==> src/rtl/mc_apb_cfg.sv <==
// rtl/mc_apb_cfg.sv - APB register block holding memory-controller timing and refresh configuration
module mc_apb_cfg #(
    parameter int DATA_WIDTH = 32,
    parameter int ADDR_WIDTH = 8
) (
    input  logic                  apb_pclk,
    input  logic                  apb_prst,
    input  logic                  apb_psel,
    input  logic                  apb_pwrite,
    input  logic                  apb_penable,
    input  logic [ADDR_WIDTH-1:0] apb_paddr,
    input  logic [DATA_WIDTH-1:0] apb_pwdata,
    output logic                  apb_pready,
    output logic [DATA_WIDTH-1:0] apb_prdata,
    output logic                  mc_en,
    output logic [1:0]            axi2array_rw_prio,
    output logic [7:0]            array_tRAS,
    output logic [7:0]            array_tRP,
    output logic [7:0]            array_tRC,
    output logic [7:0]            array_tRCD_WR,
    output logic [7:0]            array_tRCD_RD,
    output logic [7:0]            array_tWR,
    output logic [7:0]            array_tRTP,
    output logic [24:0]           array_rf_period_0,
    output logic [24:0]           array_rf_period_1,
    output logic                  array_rf_period_sel
);

    localparam logic [ADDR_WIDTH-1:0] ADDR_EN     = ADDR_WIDTH'('h00);
    localparam logic [ADDR_WIDTH-1:0] ADDR_PRIO   = ADDR_WIDTH'('h04);
    localparam logic [ADDR_WIDTH-1:0] ADDR_TIM0   = ADDR_WIDTH'('h08);
    localparam logic [ADDR_WIDTH-1:0] ADDR_TIM1   = ADDR_WIDTH'('h0C);
    localparam logic [ADDR_WIDTH-1:0] ADDR_RF0    = ADDR_WIDTH'('h10);
    localparam logic [ADDR_WIDTH-1:0] ADDR_RF1    = ADDR_WIDTH'('h14);
    localparam logic [ADDR_WIDTH-1:0] ADDR_RF_SEL = ADDR_WIDTH'('h18);

    logic                  wr_en;
    logic                  rd_setup;
    logic [DATA_WIDTH-1:0] rd_mux;

    assign apb_pready = 1'b1;
    assign wr_en      = apb_psel & apb_penable & apb_pwrite;
    // Read data is sampled in the setup phase so it is stable for the whole access phase.
    assign rd_setup   = apb_psel & ~apb_penable & ~apb_pwrite;

    always_comb begin
        rd_mux = '0;
        case (apb_paddr)
            ADDR_EN:     rd_mux[0]     = mc_en;
            ADDR_PRIO:   rd_mux[1:0]   = axi2array_rw_prio;
            ADDR_TIM0:   rd_mux[23:0]  = {array_tRC, array_tRP, array_tRAS};
            ADDR_TIM1:   rd_mux[31:0]  = {array_tRTP, array_tWR, array_tRCD_RD, array_tRCD_WR};
            ADDR_RF0:    rd_mux[24:0]  = array_rf_period_0;
            ADDR_RF1:    rd_mux[24:0]  = array_rf_period_1;
            ADDR_RF_SEL: rd_mux[0]     = array_rf_period_sel;
            default:     rd_mux        = '0;
        endcase
    end

    always_ff @(posedge apb_pclk or posedge apb_prst) begin
        if (apb_prst) begin
            apb_prdata          <= '0;
            mc_en               <= 1'b0;
            axi2array_rw_prio   <= '0;
            array_tRAS          <= '0;
            array_tRP           <= '0;
            array_tRC           <= '0;
            array_tRCD_WR       <= '0;
            array_tRCD_RD       <= '0;
            array_tWR           <= '0;
            array_tRTP          <= '0;
            array_rf_period_0   <= '0;
            array_rf_period_1   <= '0;
            array_rf_period_sel <= 1'b0;
        end else begin
            if (rd_setup) begin
                apb_prdata <= rd_mux;
            end
            if (wr_en) begin
                case (apb_paddr)
                    ADDR_EN:     mc_en             <= apb_pwdata[0];
                    ADDR_PRIO:   axi2array_rw_prio <= apb_pwdata[1:0];
                    ADDR_TIM0: begin
                        array_tRAS <= apb_pwdata[7:0];
                        array_tRP  <= apb_pwdata[15:8];
                        array_tRC  <= apb_pwdata[23:16];
                    end
                    ADDR_TIM1: begin
                        array_tRCD_WR <= apb_pwdata[7:0];
                        array_tRCD_RD <= apb_pwdata[15:8];
                        array_tWR     <= apb_pwdata[23:16];
                        array_tRTP    <= apb_pwdata[31:24];
                    end
                    ADDR_RF0:    array_rf_period_0   <= apb_pwdata[24:0];
                    ADDR_RF1:    array_rf_period_1   <= apb_pwdata[24:0];
                    ADDR_RF_SEL: array_rf_period_sel <= apb_pwdata[0];
                    default: ;
                endcase
            end
        end
    end

endmodule

==> config.mk <==
export PLATFORM = sky130hd
export DESIGN_NAME = mc_apb_cfg
export DESIGN_NICKNAME = d
export VERILOG_FILES = /design/src/rtl/mc_apb_cfg.sv
export SDC_FILE = /design/constraint.sdc
export NUM_CORES = 1
export LEC_CHECK = 0
export CORE_MARGIN = 2
export CORE_UTILIZATION = 47
export CTS_CLUSTER_SIZE = 12
export DETAILED_ROUTE_END_ITERATION = 6
export GPL_TIMING_DRIVEN = 0
export PLACE_DENSITY_LB_ADDON = 0.12
export SKIP_LAST_GASP = 1
export SYNTH_ARGS = -nofsm -noshare
export SYNTH_HDL_FRONTEND = slang
export SYNTH_SLANG_ARGS = --single-unit
==> constraint.sdc <==
create_clock -name apb_pclk -period 5.5 [get_ports apb_pclk]
set_input_delay 0.55 -clock apb_pclk [delete_from_list [all_inputs] [get_ports apb_pclk]]
set_output_delay 0.55 -clock apb_pclk [all_outputs]
set_load 0.005 [all_outputs]
### Word-level counts from Yosys, hierarchy flattened

Cells that the tools add are included.

* flip-flop bits (word level): 142
* output and inout bits: 143

* multiplexer cells: 5
* bitwise gates (word level): 6
* reductions and logical operators: 8
* equality and inequality tests: 6

Operators by type and width (count)
* 22-bit case mux with 4 select lines: 1
* 8-bit by 5-bit == test with 1-bit output (second input constant): 3
* 8-bit by 4-bit == test with 1-bit output (second input constant): 2
* 2-bit AND reduction: 7
* 8-bit by 3-bit == test with 1-bit output (second input constant): 1
* 8-bit zero test: 1
* 7-bit two-way mux: 1
* 1-bit case mux with 7 select lines: 1
* 1-bit case mux with 5 select lines: 1
* 1-bit AND: 4
* 1-bit case mux with 3 select lines: 1
* 1-bit NOT: 2

### Logic depth before layout (Yosys ltp)

Gate-level depths: netlist of the first run.

* depth in word-level cells: 3
* mapped depth: 7
* depth with buffers taken out: 4

### Worst setup path after synthesis of the first run

Ideal clock, no wire load.

* kind: input -> register
* start point: input port apb_paddr[3]
* end point: register array_tRAS[0]
* stages on the path: 6
* data arrival time: 1.913 ns
* slack: 3.462 ns
* data required time: 5.375 ns
* path buffers: 3
* path through: buf_2 > nor4b_4 > and3_1 > buf_2 > buf_6 > mux2_2

* longest elaborated chain between the ends: 2

RTL lines
* start, declared: RTL line 11 `input logic [ADDR_WIDTH-1:0] apb_paddr,`
* 8-bit by 4-bit == test with 1-bit output: RTL line 80 `case (apb_paddr)`
* 2-bit AND reduction (no line)
* end signal, assigned: RTL line 84 `array_tRAS <= apb_pwdata[7:0];`
* end, declared: RTL line 17 `output logic [7:0] array_tRAS,`

No other way between the ends.
A chain may end at the register's enable or synchronous reset.

### Worst setup path after layout of the first run

* start point: input port apb_paddr[1]
* end point: register array_tRP[5]

* longest elaborated chain between the ends: 2

RTL lines
* 8-bit by 4-bit == test with 1-bit output: RTL line 80
* 2-bit AND reduction (no line)
* end signal, assigned: RTL line 85 `array_tRP <= apb_pwdata[15:8];`
* end, declared: RTL line 18 `output logic [7:0] array_tRP,`

No other way between the ends.

==> flow_metrics.py, run 1 <==
metrics = {
    "outcome": {
        "outcome": "finished, final reports clean",
    },
    "setup_path": {
        "crit_chain": "clkdlybuf4s50_1, nor4b_4, and3_1, buf_2, buf_6, mux2_2",
        "crit_required_ns": 5.80,
        "end_kind": "flip-flop",
        "slowest_stage": "nor4b_4",
        "setup.worst_path.start_class": "input pin",
        "cp.arrival_ns": 2.93,
        "slowest_delay_ns": 0.75,
        "path_class": "in -> reg",
        "worstPathMaxFanout": 10,
    },
    "logic_synthesis": {
        "synthDistinctLibCells": 40,
        "synth_top_area_share_pct": 57.8,
        "ys.flop_type": "dfrtp_1",
        "synth.most_common_cell": "dfrtp_1",
        "postSynthAreaPerCell_um2": 14.2,
        "synth_area_leaders": "dfrtp_1 (58%), mux2_2 (21%), mux2i_1 (4.4%), a22oi_1 (2.4%), o221ai_1 (1.3%)",
        "syn_inst": 432,
        "synth_area_um2": 6150,
        "netlist.top_cell.by_area": "dfrtp_1",
        "yosys_warnings": 0,
        "synth_nets": 477,
        "ys_seq_elements": 142,
        "ys_async_sr_fraction_pct": 100,
        "synth_common_cells": "dfrtp_1 (142), mux2_2 (112), mux2i_1 (27)",
        "synth_edf_count": 0,
        "yosysSeqAreaShare_pct": 57.8,
    },
    "global_route": {
        "grt_first_pass_wirelength_um": 27000,
        "grt_antenna_before_repair": 0,
        "met2_usage_pct": 42.4,
        "grt_max_degree": 73,
        "grtUsageMet1_pct": 31.4,
        "grt_util_met3_pct": 8.40,
        "grtUsageTotal_pct": 25.5,
        "grt-busiest-layer": "met2",
        "globalRouteOverflowTotal": 0,
        "grt_pass1_vias": 4844,
    },
    "floorplan": {
        "rows": 41,
        "die_h_um": 118,
        "boundaryPins": 188,
        "die_area_um2": 14000,
        "die_w_um": 118,
        "core_area_um2": 12700,
        "initial_core_util_pct": 48.3,
    },
    "power": {
        "ir_drop_uv": 213,
        "powerDensity_nw_per_um2": 267,
        "p_leak_nw": 4.12,
    },
    "clocking": {
        "cts_buffer_depth": 2,
        "cts_sinks": 142,
        "numCtsBuffers": 17,
        "htree_levels": 4,
        "cts-root-buf": "clkbuf_16",
        "cts_tree": "built",
        "ctsResizeCount": 0,
        "clkTransAtPathRegs_ns": 0.05,
        "hold_buffers": 0,
        "post-cts-setup-buffer-count": 0,
        "insertion_delay_ns": 0.42,
    },
    "cells_and_area": {
        "num-fill-cells": 986,
        "drive_above_1_share_pct": 26.5,
        "fin_nets": 681,
        "finalInstanceArea_um2": 8850,
        "multi_input_area_um2": 2420,
        "synthToLayoutAreaGrowth_pct": 43.9,
        "seq_area_um2": 3550,
        "final_cells": 821,
        "diodes": 0,
    },
    "sta": {
        "hold_viol": 0,
        "finalCritPeriodShare_pct": 47.9,
        "slew_headroom_pct": 50.2,
        "worstMarginPinSlew_ns": 0.744,
        "finalCriticalPeriod_ns": 2.63,
        "slew_viol_final": 0,
        "setup_viol": 0,
        "fin_skew_ns": 0.0111,
        "rsz0062_at_grt": "no",
        "fmax_ghz": 0.380,
    },
    "placed_design": {
        "port_buffers": 184,
        "placed_cells": 789,
        "gp_congestion": 0.812,
        "placed_area_um2": 8240,
        "dp_hpwl_um": 12200,
    },
    "flow_run": {
        "maxCapViolCount": 0,
    },
    "detailed_routing": {
        "drtIter0Drc": 300,
        "dr.pass1.iters": 4,
        "drc": 0,
        "vias_per_cell": 5.57,
        "routedWlPerCell_um": 21.2,
        "ant_nets": 0,
        "wl_um": 17400,
        "dr_total_vias": 4574,
    },
    "min_path": {
        "hold_path_class": "reg -> reg",
    },
}
## registers in the layout, indices dropped and copies added (netlist names)
name,count
apb_prdata,32
array_rf_period_0,25
array_rf_period_1,25
array_tRAS,8
array_tRCD_RD,8
array_tRCD_WR,8
array_tRC,8
array_tRP,8
array_tRTP,8
array_tWR,8
axi2array_rw_prio,2
array_rf_period_sel,1
mc_en,1
## path summary, 6_finish.rpt
check	from	endpoint	slack (ns)	depth (start not counted)
hold reg to reg	apb_prdata[19]	apb_prdata[19]	0.49	1
hold / removal	apb_prdata[19]	apb_prdata[19]	0.49	1
setup reg to reg	array_rf_period_0[0]	apb_prdata[0]	4.25	4
min in group asynchronous	apb_prst	array_rf_period_0[0]	0.62	2
setup / recovery	apb_paddr[1]	array_tRP[5]	2.87	6
max in group asynchronous	apb_prst	array_tRP[7]	4.11	3
## final cells by class
cell class	count	area share, %
Sequential cell	142	40.2
Multi-Input combinational cell	261	27.4
Timing Repair Buffer	185	21.1
Clock buffer	27	6.02
Tap cell	172	2.43
Buffer	28	1.92
Clock inverter	5	0.849
Inverter	1	0.0990
## layout by cell type, fill, tap and decap left out, types with 3 or more instances in the layout
cell / Yosys / final
buf_2: 9 / 9
buf_4: 6 / 6
nand3_1: 3 / 3
clkbuf_16: 0 / 17
a21o_1: 10 / 10
nor2b_1: 3 / 3
clkbuf_1: 8 / 11
mux2_1: 4 / 4
clkdlybuf4s50_1: 0 / 184
dfrtp_1: 142 / 142
o22ai_1: 10 / 10
o21ai_0: 6 / 6
a32oi_1: 3 / 3
mux2_2: 112 / 112
mux2i_1: 27 / 27
nand4_1: 3 / 3
a22oi_1: 20 / 20
nand2_1: 17 / 17
buf_6: 4 / 4
a22o_1: 8 / 8
clkbuf_8: 0 / 7
and3_1: 4 / 4
clkinv_2: 0 / 3
o221ai_1: 9 / 9
## layer usage
metal / part of all wire [%] / wire length, um
met5: 0 / 0
met4: 1.4 / 250
met3: 7.9 / 1370
met2: 50 / 8650
met1: 41 / 7100
## worst max-delay path: cells and delay by family
family | cells | cell delay (ns)
buffers and inverters | 3 | 1.02
AND/OR/NAND/NOR | 2 | 0.99
multiplexers | 1 | 0.35
## through the flow
stage          util, %  setup TNS (ns)  hold slack (ns)  power (mW)  setup WS [ns]
6_report          69.5               0            0.485        2.37           2.87
5_1_grt           69.5               0            0.490        2.45           2.85
3_3_place_gp      64.5          -94.00            0.460        1.22         -0.670
4_1_cts           69.5               0            0.482        2.39           2.89
2_1_floorplan        -               0            0.473        1.14           1.14
3_5_place_dp      64.8               0            0.469        1.23           2.45
## report_power, final
group / internal (mW) / switching, mW / leakage (nW)
Clock: 0.750 / 0.408 / 0.303
Combinational: 0.0706 / 0.0696 / 1.83
Sequential: 1.06 / 0.00980 / 1.98
Total: 1.88 / 0.487 / 4.12
## logic make-up after synthesis
family	Yosys count	share of synthesized area (%)
buf+inv	29	2.83
flops	142	57.8
other cells	1	0.0610
simple gates	47	5.25
mux	143	25.6
compound gates	70	8.44
Power figures use the tool's default switching activity.
==> run 2, diff against run 1 <==
--- a/config.mk
+++ b/config.mk
@@ -6,7 +6,7 @@
 export NUM_CORES = 1
 export LEC_CHECK = 0
 export CORE_MARGIN = 2
-export CORE_UTILIZATION = 47
+export CORE_UTILIZATION = 42
 export CTS_CLUSTER_SIZE = 12
 export DETAILED_ROUTE_END_ITERATION = 6
 export GPL_TIMING_DRIVEN = 0
==> constraint.sdc (replaced) <==
create_clock -name apb_pclk -period 2.2 [get_ports apb_pclk]
set_input_delay 0.22 -clock apb_pclk [delete_from_list [all_inputs] [get_ports apb_pclk]]
set_output_delay 0.22 -clock apb_pclk [all_outputs]
set_load 0.005 [all_outputs]
==> run 2 against run 1 <==
- worst hold slack worse by 0.22 ns
- setup slack worse by 2.7 ns
- combinational power rose to 2.6 times the previous value
- count of clock-buffer cells in the layout fell by 5
- clock skew fell by 0.0040 ns
- critical path type unchanged
- core utilization is 7.3 points lower
- cell count up 2.3%
- die area up 11%
- clock power increased to 2.7 times the previous value
- critical endpoint is now array_tRAS[2]
- largest cell class unchanged
- total power rose to 2.6 times the previous value
- wire length grew 3.5%
==> flow_metrics.py, run 2 (synthesized netlist as in run 1, its figures left out) <==
metrics = {
    "outcome": {
        "outcome": "finished, final reports clean",
    },
    "global_route": {
        "grt_util_met3_pct": 8.56,
        "grt_antenna_before_repair": 1,
        "globalRouteOverflowTotal": 0,
        "grtUsageMet1_pct": 30.3,
        "grt_first_pass_wirelength_um": 27800,
        "grt_max_degree": 43,
        "grt_pass1_vias": 4758,
        "grt-busiest-layer": "met2",
        "grtUsageTotal_pct": 23.3,
        "met2_usage_pct": 36.8,
    },
    "detailed_routing": {
        "dr.pass1.iters": 4,
        "ant_nets": 0,
        "drc": 0,
        "routedWlPerCell_um": 21.4,
        "wl_um": 18000,
        "dr_total_vias": 4552,
        "vias_per_cell": 5.42,
        "drtIter0Drc": 353,
    },
    "placed_design": {
        "dp_hpwl_um": 12400,
        "gp_congestion": 0.836,
        "placed_area_um2": 8290,
        "port_buffers": 184,
    },
    "cells_and_area": {
        "num-fill-cells": 1125,
        "largest_reg_flops": 32,
        "diodes": 0,
        "final_util_pct": 62.2,
        "final_common_cell": "clkdlybuf4s50_1",
        "synthToLayoutAreaGrowth_pct": 45.9,
        "regMostFlops": "apb_prdata",
        "drive_above_1_share_pct": 27.7,
        "layout_common_cells": "clkdlybuf4s50_1 (184), dfrtp_1 (142), mux2_2 (112)",
        "finalInstanceArea_um2": 8970,
        "reg.largest.list": "apb_prdata x32, array_rf_period_0 x25, array_rf_period_1 x25",
        "fin_nets": 688,
    },
    "floorplan": {
        "boundaryPins": 188,
        "die_h_um": 125,
        "core_area_um2": 14400,
        "die_area_um2": 15600,
        "rows": 44,
        "initial_core_util_pct": 42.6,
        "die_w_um": 125,
    },
    "sta": {
        "hold_viol": 0,
        "fmax_ghz": 0.495,
        "worstMarginPinSlew_ns": 0.884,
        "fin_tns_setup_ns": 0,
        "finalCriticalPeriod_ns": 2.02,
        "rsz0062_at_grt": "no",
        "slew_viol_final": 0,
        "finalCritPeriodShare_pct": 91.8,
        "slew_headroom_pct": 41.0,
        "setup_viol": 0,
        "fin_skew_ns": 0.00714,
    },
    "setup_path": {
        "crit_chain": "clkdlybuf4s50_1, nor4_4, and3_1, buf_2, buf_6, mux2_2",
        "setup.worst_path.start_class": "input pin",
        "crit_required_ns": 2.50,
        "slowest_delay_ns": 0.51,
        "path_class": "in -> reg",
        "end_kind": "flip-flop",
        "slowest_stage": "nor4_4",
        "cp_num_buf_inv": 3,
        "worstPathMaxFanout": 10,
        "cp.arrival_ns": 2.32,
        "cp_top_family": "buffers and inverters",
    },
    "min_path": {
        "hold_path_class": "in -> reg",
    },
    "clocking": {
        "clkTransAtPathRegs_ns": 0.06,
        "cts_tree": "built",
        "numCtsBuffers": 17,
        "cts_buffer_depth": 2,
        "cts-root-buf": "clkbuf_16",
        "insertion_delay_ns": 0.42,
        "cts_sinks": 142,
        "htree_levels": 4,
    },
    "power": {
        "ir_drop_uv": 586,
        "finalPower_mw": 6.15,
        "powerDensity_nw_per_um2": 686,
        "p_leak_nw": 4.16,
    },
    "flow_run": {
        "maxCapViolCount": 0,
    },
}
==> run 2: cell count changes in the layout (fill, tap and decap cells not counted) <==
cell        before  now
clkinvlp_4       0    4
clkbuf_8         7    5
buf_4            6   11
inv_6            1    0
buf_12           0    3
clkbuf_1        11    8
buf_16           1    0
bufinv_16        2    4
==> run 2: what timing repair did <==
item,4_1_cts,5_1_grt
setup endpoints to repair,26,20
buffers inserted,3,2
hold buffers,0,0
pin swaps,2,1
gates resized for setup,0,0
==> run 2: power by group <==
group / leakage, nW / internal, mW / switching (mW)
Clock: 0.314 / 2.04 / 1.08
Combinational: 1.87 / 0.183 / 0.178
Sequential: 1.98 / 2.64 / 0.0238
Total: 4.16 / 4.87 / 1.29
==> run 2: metrics by stage <==
stage	instances	hold WS (ns)	setup WS (ns)
final	840	0.269	0.180
after global routing	840	0.287	0.0877
after CTS	838	0.254	0.00206
after global placement	800	0.459	-1.00
after floorplan	432	0.355	0.203
after detailed placement	803	0.467	-0.560
==> run 2: final timing paths <==
kind                                       from                    to  slack [ns]  cells after the start
min in group asynchronous              apb_prst  axi2array_rw_prio[0]        0.33                      2
max in group asynchronous              apb_prst  array_rf_period_0[9]        0.98                      4
hold / removal                     apb_paddr[4]   array_rf_period_sel        0.27                      3
setup / recovery                   apb_paddr[5]         array_tRAS[2]        0.18                      6
hold reg to reg                  apb_prdata[19]        apb_prdata[19]        0.47                      1
setup reg to reg           array_rf_period_0[0]         apb_prdata[0]        0.95                      4
==> run 2: worst min-delay path: cells and delay by family <==
kind / cells / cell delay (ns)
AND/OR/NAND/NOR: 1 / 0.10
buffers and inverters: 1 / 0.18
multiplexers: 1 / 0.16
==> run 2: area by class of cell <==
type                            count  area [um^2]  share of cell area, %
Sequential cell                   142         3550                   39.6
Multi-Input combinational cell    261         2420                   27.0
Timing Repair Buffer              192         1940                   21.6
Clock buffer                       22          494                   5.51
Tap cell                          184          230                   2.57
Buffer                             28          170                   1.90
Clock inverter                     10          158                   1.76
Inverter                            1         7.51                 0.0836
==> run 2: routing by layer <==
| layer | up-vias | part of all wire [%] |
|---|---|---|
| li1 | 2046 | - |
| met1 | 2320 | 43 |
| met2 | 171 | 48 |
| met3 | 15 | 8.1 |
| met4 | 0 | 1.0 |
| met5 | - | 0 |
